File: src/rtl/wbuf_multi_fifo.sv
// wbuf_multi_fifo: write buffer with NUM_CH WID-tagged channels, each a circular FIFO.
// Beats are steered into the channel that owns their WID. A flush marks a channel
// for draining, and the drain FSM empties one flushing channel at a time,
// picking channels round-robin.
// Optional feature: define WBUF_LAST_GEN_EN to add the out_last port.
module wbuf_multi_fifo #(
    parameter int unsigned NUM_CH = 4,
    parameter int unsigned DEPTH  = 16,
    parameter int unsigned WIDTH  = 64,
    parameter int unsigned ID_W   = 11
) (
    input  logic              clk,
    input  logic              rst,
    input  logic [WIDTH-1:0]  in_data,
    input  logic [ID_W-1:0]   in_wid,
    input  logic              in_valid,
    output logic              in_ready,
    input  logic              flush,
    input  logic [ID_W-1:0]   flush_wid,
    output logic              flush_err,
    output logic              flush_done,
    output logic [ID_W-1:0]   done_wid,
    input  logic              stall,
    output logic              out_valid,
    input  logic              out_ready,
    output logic [WIDTH-1:0]  out_data,
    output logic [ID_W-1:0]   out_wid,
`ifdef WBUF_LAST_GEN_EN
    output logic              out_last,
`endif
    output logic [NUM_CH-1:0] chan_busy
);

    localparam int unsigned PTR_W = (DEPTH > 1) ? $clog2(DEPTH) : 1;
    localparam int unsigned CNT_W = $clog2(DEPTH + 1);
    localparam int unsigned CH_W  = (NUM_CH > 1) ? $clog2(NUM_CH) : 1;

    typedef enum logic [1:0] {
        ST_IDLE  = 2'd0,
        ST_DRAIN = 2'd1,
        ST_DONE  = 2'd2
    } state_t;

    state_t                state_q;
    logic [CH_W-1:0]       sel_q;
    logic [CH_W-1:0]       rr_q;

    logic [ID_W-1:0]       tag_q   [NUM_CH];
    logic [NUM_CH-1:0]     alloc_q;
    logic [NUM_CH-1:0]     flushing_q;
    logic [CNT_W-1:0]      cnt_q   [NUM_CH];
    logic [PTR_W-1:0]      wr_q    [NUM_CH];
    logic [PTR_W-1:0]      rd_q    [NUM_CH];
    logic [WIDTH-1:0]      mem     [NUM_CH][DEPTH];

    logic                  in_hit;
    logic [CH_W-1:0]       in_idx;
    logic                  free_any;
    logic [CH_W-1:0]       free_idx;
    logic                  fl_hit;
    logic [CH_W-1:0]       fl_idx;
    logic                  fl_ok;
    logic [CH_W-1:0]       fl_tgt;
    logic                  fl_set;
    logic                  push;
    logic [CH_W-1:0]       push_idx;
    logic                  pop;
    logic                  pick_any;
    logic [CH_W-1:0]       pick_idx;
    logic                  sel_nonempty;
    logic                  drain_end;
    int                    pick_j;

    // Tag lookup for the incoming beat and the flush request, plus lowest free channel
    always_comb begin
        in_hit   = 1'b0;
        in_idx   = '0;
        free_any = 1'b0;
        free_idx = '0;
        fl_hit   = 1'b0;
        fl_idx   = '0;
        for (int i = int'(NUM_CH) - 1; i >= 0; i--) begin
            if (alloc_q[i] && (tag_q[i] == in_wid)) begin
                in_hit = 1'b1;
                in_idx = CH_W'(i);
            end
            if (!alloc_q[i]) begin
                free_any = 1'b1;
                free_idx = CH_W'(i);
            end
            if (alloc_q[i] && (tag_q[i] == flush_wid)) begin
                fl_hit = 1'b1;
                fl_idx = CH_W'(i);
            end
        end
    end

    // Accept decision, push target and flush target (a flush may name a channel allocated this cycle)
    always_comb begin
        in_ready = in_hit ? (!flushing_q[in_idx] && (cnt_q[in_idx] != CNT_W'(DEPTH)))
                          : free_any;
        push     = in_valid && in_ready;
        push_idx = in_hit ? in_idx : free_idx;
        fl_ok    = fl_hit;
        fl_tgt   = fl_idx;
        if (!fl_hit && push && !in_hit && (in_wid == flush_wid)) begin
            fl_ok  = 1'b1;
            fl_tgt = free_idx;
        end
        fl_set   = flush && fl_ok && !flushing_q[fl_tgt];
    end

    // Round-robin pick among flushing channels, starting after the last served one
    always_comb begin
        pick_any = 1'b0;
        pick_idx = '0;
        pick_j   = 0;
        for (int k = int'(NUM_CH) - 1; k >= 0; k--) begin
            pick_j = (int'(rr_q) + 1 + k) % int'(NUM_CH);
            if (flushing_q[CH_W'(pick_j)]) begin
                pick_any = 1'b1;
                pick_idx = CH_W'(pick_j);
            end
        end
    end

    // Drain-side handshake presented from the selected channel head
    always_comb begin
        sel_nonempty = (cnt_q[sel_q] != '0);
        out_valid    = (state_q == ST_DRAIN) && sel_nonempty && !stall;
        out_data     = out_valid ? mem[sel_q][rd_q[sel_q]] : '0;
        out_wid      = out_valid ? tag_q[sel_q] : '0;
        pop          = out_valid && out_ready;
        drain_end    = !sel_nonempty || (pop && (cnt_q[sel_q] == CNT_W'(1)));
        chan_busy    = alloc_q;
    end

`ifdef WBUF_LAST_GEN_EN
    // Marks the beat that empties the selected channel
    always_comb begin
        out_last = out_valid && (cnt_q[sel_q] == CNT_W'(1));
    end
`endif

    // Channel bookkeeping: allocation, counts, pointers, flushing flags
    always_ff @(posedge clk or posedge rst) begin
        if (rst) begin
            alloc_q    <= '0;
            flushing_q <= '0;
            flush_err  <= 1'b0;
            for (int i = 0; i < int'(NUM_CH); i++) begin
                tag_q[i] <= '0;
                cnt_q[i] <= '0;
                wr_q[i]  <= '0;
                rd_q[i]  <= '0;
            end
        end else begin
            flush_err <= flush && !fl_ok;
            for (int i = 0; i < int'(NUM_CH); i++) begin
                if (push && (push_idx == CH_W'(i))) begin
                    wr_q[i] <= wr_q[i] + PTR_W'(1);
                    if (!in_hit) begin
                        alloc_q[i] <= 1'b1;
                        tag_q[i]   <= in_wid;
                    end
                end
                if (pop && (sel_q == CH_W'(i))) begin
                    rd_q[i] <= rd_q[i] + PTR_W'(1);
                end
                cnt_q[i] <= cnt_q[i]
                          + CNT_W'(push && (push_idx == CH_W'(i)))
                          - CNT_W'(pop && (sel_q == CH_W'(i)));
                if (fl_set && (fl_tgt == CH_W'(i))) begin
                    flushing_q[i] <= 1'b1;
                end
                if ((state_q == ST_DONE) && (sel_q == CH_W'(i))) begin
                    alloc_q[i]    <= 1'b0;
                    flushing_q[i] <= 1'b0;
                end
            end
        end
    end

    // Beat storage; contents are don't-care until written
    always_ff @(posedge clk) begin
        if (push) begin
            mem[push_idx][wr_q[push_idx]] <= in_data;
        end
    end

    // Drain FSM: select a flushing channel, empty it, then report completion
    always_ff @(posedge clk or posedge rst) begin
        if (rst) begin
            state_q    <= ST_IDLE;
            sel_q      <= '0;
            rr_q       <= '0;
            flush_done <= 1'b0;
            done_wid   <= '0;
        end else begin
            flush_done <= 1'b0;
            done_wid   <= '0;
            case (state_q)
                ST_IDLE: begin
                    if (pick_any) begin
                        sel_q   <= pick_idx;
                        rr_q    <= pick_idx;
                        state_q <= ST_DRAIN;
                    end
                end
                ST_DRAIN: begin
                    if (drain_end) begin
                        state_q    <= ST_DONE;
                        flush_done <= 1'b1;
                        done_wid   <= tag_q[sel_q];
                    end
                end
                ST_DONE: begin
                    state_q <= ST_IDLE;
                end
                default: begin
                    state_q <= ST_IDLE;
                end
            endcase
        end
    end

endmodule

File: config.mk
export PLATFORM = sky130hd
export DESIGN_NAME = wbuf_multi_fifo
export DESIGN_NICKNAME = d
export VERILOG_FILES = /design/src/rtl/wbuf_multi_fifo.sv
export SDC_FILE = /design/constraint.sdc
export NUM_CORES = 2
export LEC_CHECK = 0
export BUFFER_PORTS_ARGS = -buffer_cell sky130_fd_sc_hd__buf_2
export CORE_MARGIN = 2
export CORE_UTILIZATION = 28
export DETAILED_ROUTE_END_ITERATION = 8
export PLACE_DENSITY = 0.44
export SYNTH_ARGS = -nofsm -noshare
export SYNTH_HDL_FRONTEND = slang
export SYNTH_SLANG_ARGS = --single-unit
File: constraint.sdc
create_clock -name clk -period 11.8 [get_ports clk]
set_input_delay 0.59 -clock clk [delete_from_list [all_inputs] [get_ports clk]]
set_output_delay 0.59 -clock clk [all_outputs]
set_load 0.005 [all_outputs]
## Yosys cells after proc, flatten, opt, wreduce, memory -nomap -nowiden

Memories as Yosys holds them, arrays and structs flattened.
Index checks and enable logic that the tools add are counted.

- Add/sub/neg operators: 20
- $mul: 0
- Div/mod/pow operators: 0
- $lt $le $gt $ge: 12
- Eq/ne operators: 28
- Shift-type cells: 0
- Multiplexer cells: 100
- Bitwise logic cells: 6
- Reductions and logical operators: 68

Operators by type and width:

| cell | number |
|---|---|
| 1024-bit 2-to-1 mux | 1 |
| 64-bit binary-select mux with 4-bit select | 1 |
| 64-bit demux with 4-bit select | 1 |
| 64-bit 2-to-1 mux | 4 |
| 11-bit == test | 9 |
| 11-bit 2-to-1 mux | 5 |
| 1-bit 2-to-1 mux | 48 |
| 2-bit 2-to-1 mux | 20 |
| 1-bit logical AND | 37 |
| 4-bit by 1-bit adder with 4-bit output (second input constant) | 8 |
| 11-bit binary-select mux with 2-bit select | 1 |
| 5-bit by 1-bit adder with 5-bit output | 4 |
| 5-bit binary-select mux with 2-bit select | 2 |
| 5-bit 2-to-1 mux | 4 |
| 2-bit AND reduction | 10 |
| 5-bit by 1-bit subtractor with 5-bit output | 4 |
| 4-bit binary-select mux with 2-bit select | 2 |
| 2-bit by 4-bit < comparator with 1-bit output (second input constant) | 4 |
| 4-bit 2-to-1 mux | 4 |
| 2-bit nonzero test | 8 |
| 2-bit == test (second input constant) | 7 |
| 1-bit binary-select mux with 2-bit select | 6 |
| 5-bit >= comparator (second input constant) | 2 |
| 4-bit NOT with 5-bit output | 2 |
| other kinds (17) | 40 |

- Bits in registers: 121
- Latch bits: 0
- Bits in writable memories: 4096
- Bits in read-only memories: 0
- Output and inout bits: 94
- Word-level logic and storage cells: 264
- Memories kept: 1

Memory list:

| memory | words | width | rd ports | clocked after memory_dff | wr ports | line | text |
|---|---|---|---|---|---|---|---|
| mem | 4 | 1024 | 1 | 0 | 1 | 54 | `logic [WIDTH-1:0] mem [NUM_CH][DEPTH];` |

## Depth between registers and ports, before layout

- Word-level depth: 25
- Mapped depth: 18
- Mapped depth without buffers: 16

## Worst setup path before layout

No wires, ideal clock.

- Path kind: input to register
- Start: in in_wid[10]
- End: mem mem[1][384] (netlist name), enable pin
- Data arrival time: 5.587 ns
- Setup slack: 5.719 ns
- Cell stages on the path: 12
- Path buffers: 3
- Path through: buf_4 -> xnor2_1 -> nand4_1 -> or3_1 -> buf_4 -> mux2i_1 -> a21o_1 -> o21ai_1 -> nand2_1 -> or3b_1 -> buf_4 -> nor2b_1

- Elaborated cells between the ends (all ways): 40

RTL lines:

| what | line | text |
|---|---|---|
| from (decl) | 15 | `input logic [ID_W-1:0] in_wid,` |
| 11-bit == test | 83 | `if (alloc_q[i] && (tag_q[i] == in_wid)) begin` |
| 1-bit logical AND | 83 |  |
| 2-bit 2-to-1 mux (4 in series) | 83 |  |
| 2-bit NOT with 3-bit output (implied by the code) | 100 | `in_ready = in_hit ? (!flushing_q[in_idx] && (cnt_q[in_idx] != CNT_W'(DEPTH)))` |
| 5-bit binary-select mux with 2-bit select | 100 |  |
| 5-bit 2-to-1 mux (implied by the code) (2 in series) | 100 |  |
| 5-bit inequality test | 100 |  |
| 1-bit logical AND | 100 |  |
| 1-bit 2-to-1 mux (*) | 100 |  |
| net in_ready | 17 | `output logic in_ready,` |
| 1-bit logical AND (*) | 102 | `push = in_valid && in_ready;` |
| 1-bit 2-to-1 mux (*) | 186 | `if (push) begin` |
| 1024-bit 2-to-1 mux (implied by the code) (*) | 187 | `mem[push_idx][wr_q[push_idx]] <= in_data;` |
| to (decl) | 54 |  |

The timed path passes the listed nets; every way through them passes the cells marked *. The select of a mux whose other input is x is not followed.

==> flow_summary.ini <==
[sta]
slew_headroom = 0.0959
finalCritPeriodShare = 0.623
hold_violations = 0
hold_slack_ns = 0.0889
worst_pin_slew_ns = 1.36
setup_viol = 0
fmax_ghz = 0.136
finalMaxSlewViolations = 0
grt_setup_unrepaired = false
skew_ns = 0.0969
tns_ns = 0
layout_min_cycle_time_ns = 7.35

[pwr]
p_int_uw = 26700
pwr-share-clk = 0.368
p_switching_uw = 10300
power_density_nw_per_um2 = 193
leakage_uw = 0.0611
swShare = 0.278
combPwrFrac = 0.184
irDropWorstVdd_uv = 150
power_uw = 37000
power_frac_seq = 0.449

[grt]
grt_pass1_wl_mm = 766
grt_max_degree = 141
track_usage = 0.179
antenna_found_initial = 65
grt_overflow = 0
grt_pass1_vias = 93584

[worst_setup_path]
crit_required_ns = 11.21
cp-start-kind = flop
r2r_start = tag_q[21]
cp-endpoint = out_data[15]
rr_endpoint = mem[0][794]
regToRegSetupSlack_ns = 5.05
cp_max_fo = 105
reg2reg_depth = 10
cp-end-kind = output pin
crit_type = flop to output pin
crit_arrival_ns = 6.76
crit_path_start = rr_q[0]

[flow_run]
maxCapViolCount = 0

[die]
core_sq_um = 593000
start_util = 0.281
die_area_sq_um = 600000
die_h_um = 775
num_rows = 283
io_pins = 186
die_w_um = 775

[synthesis]
netlist_instances = 9830
post_synth.cell_area_avg_sq_um = 16.9
yosysTopAreaCellShare = 0.740
synth_largest_area_cell = edfxtp_1
yosys_warnings = 0
yosys-top-cells-count = 4,096 x edfxtp_1, 2,215 x nand2_1, 653 x mux4_2
synth-edff-count = 4096
ys_types = 77
synth_seq_cells = 4217
syn_nets = 9958
yosysSeqAreaShare = 0.758
yosys-top-cells-area = edfxtp_1 74%, mux4_2 8.8%, nand2_1 5.0%, dfrtp_1 1.8%, and3_1 1.5%
synthArstFlopShare = 0.0287
synth_area_sq_um = 166000
yosysMostFrequentCell = edfxtp_1
yosys_most_used_dff = edfxtp_1

[clocking]
numCtsBuffers = 452
cts_root_buf = clkbuf_16
cts.clk_slew.worst_paths_ns = 0.06
htreeDepth = 5
post_cts_buffers = 0
clk_latency_ns = 1.06
cts_tree = done
cts_buffer_depth = 4
cts.sinks = 4217

[finish]
nFillCells = 57255
areaGrowthSynthToFinish_pct = 15.1
final_cells = 18335
layout-drive-gt1-share = 0.176
nNetsFinal = 10229
final_util = 0.323

[drt]
via_per_inst = 5.12
post-route-drc-count = 0
dr.pass1.iters = 6
wirelength_mm = 553
ant_nets = 0
wl_per_cell_um = 30.2
num_vias = 93814
drtIter0Drc = 9724

[placed_design]
post-place-cells = 17470
routabilityCongestion = 0.809
io_buffers = 185
hpwlAfterDp_mm = 297

[hold_path]
worst_hold_path_type = input port to flop

[status]
status = complete, no violations
## worst min path at each step
stage / from / cells past startpoint / to / slack [ns]
3_3_place_gp: rd_q[11] / 1 / rd_q[11] / 0.46
5_1_grt: in_wid[2] / 2 / tag_q[35] / 0.07
4_1_cts: in_wid[2] / 2 / tag_q[35] / 0.005
6_report: in_wid[2] / 2 / tag_q[35] / 0.09
2_1_floorplan: rd_q[11] / 1 / rd_q[11] / 0.44
3_5_place_dp: rd_q[15] / 1 / rd_q[15] / 0.46
## flip-flops by register name, summed over array words and instances, names as in the netlist, 4 cells and up
register,cells
chan_busy,4
flushing_q,4
wr_q,16
tag_q,44
rd_q,16
cnt_q,20
done_wid,11
mem,4096
## worst max-delay path, cell delays in order (launching register included)
cell and delay, ns:
dfrtp_4 0.78, buf_4 0.63, buf_12 0.43, buf_4 0.84, buf_4 0.77, a21oi_1 0.13
a21oi_1 0.30, o22ai_1 0.15, a221oi_1 0.36, o21ai_0 0.12, o21ai_0 0.39, a21oi_1 0.22
buf_2 0.22
## routing by layer
layer,routed length [um],vias up,global-route usage
li1,-,38958,-
met1,244000,50553,0.253
met2,259000,3439,0.289
met3,36200,824,0.0288
met4,13600,40,0.0417
met5,250,-,0
## kinds of logic (layout without fill, tap and decap cells)
| group | count (synthesis) | after routing | share of synthesized area |
|---|---|---|---|
| xor gates and xnor gates | 137 | 137 | 0.00722 |
| and+or+nand+nor | 2877 | 2877 | 0.0745 |
| muxes | 778 | 778 | 0.0966 |
| DFF | 4217 | 4217 | 0.758 |
| other | 0 | 22 | 0 |
| AOI/OAI and AO/OA | 1105 | 1105 | 0.0448 |
| adders and majority gates | 36 | 36 | 0.00289 |
| buffers and inverters | 680 | 1326 | 0.0162 |
## cell usage in the layout, fill, tap and decap left out, types with 24 or more instances in the layout
cell	Yosys	routed
o21ai_0	138	136
o22ai_1	65	65
a31oi_1	134	134
nor2_4	6	54
nand2_1	2215	2212
nand4_1	45	45
a21oi_1	342	336
inv_1	41	39
clkinv_2	0	74
edfxtp_1	4096	4096
bufinv_16	0	24
ha_1	32	32
xnor2_1	118	118
mux4_2	653	652
buf_2	52	187
o311ai_0	64	63
dfrtp_1	121	119
or3_1	70	70
buf_4	9	230
and2_1	24	24
mux2i_1	69	67
and3_1	394	391
clkbuf_16	0	457
mux2_2	42	40
a311oi_1	256	256
clkinv_1	1	125
a221oi_1	64	64
buf_12	0	25
clkbuf_1	487	111
## what timing repair did
item / CTS / global route
endpoints found under the hold margin: 98 / 0
hold buffers: 13 / 0
gates resized for setup: 0 / 0
setup endpoints to repair: 0 / 0
## power groups by stage
stage | Combinational (uW) | Clock, uW | Sequential [uW]
final | 6800 | 13600 | 16600
after global routing | 7290 | 14500 | 16600
after CTS | 6910 | 13900 | 16600
after floorplan | 4210 | 0 | 16900
after global placement | 6860 | 0 | 16900
after detailed placement | 6880 | 0 | 16900
## area by class of cell
| class | instances | area [sq um] | share of cell area |
|---|---|---|---|
| well taps | 7837 | 9810 | 0.0512 |
| clock inverters | 258 | 2060 | 0.0108 |
| inverters | 42 | 175 | 0.000915 |
| repair buffers | 455 | 3290 | 0.0172 |
| diodes | 22 | 55.1 | 0.000288 |
| multi-input cells | 4933 | 38100 | 0.199 |
| clock buffers | 571 | 11900 | 0.0621 |
| flip-flops and latches | 4217 | 126000 | 0.658 |
## stage by stage
stage | cell area, sq um | setup WS (ns)
detailed placement | 177000 | 4.74
finish | 191000 | 4.45
global placement | 177000 | 4.80
floorplan | 166000 | 5.72
global route | 191000 | 4.13
CTS | 191000 | 4.22
Power figures use the tool's default switching activity.
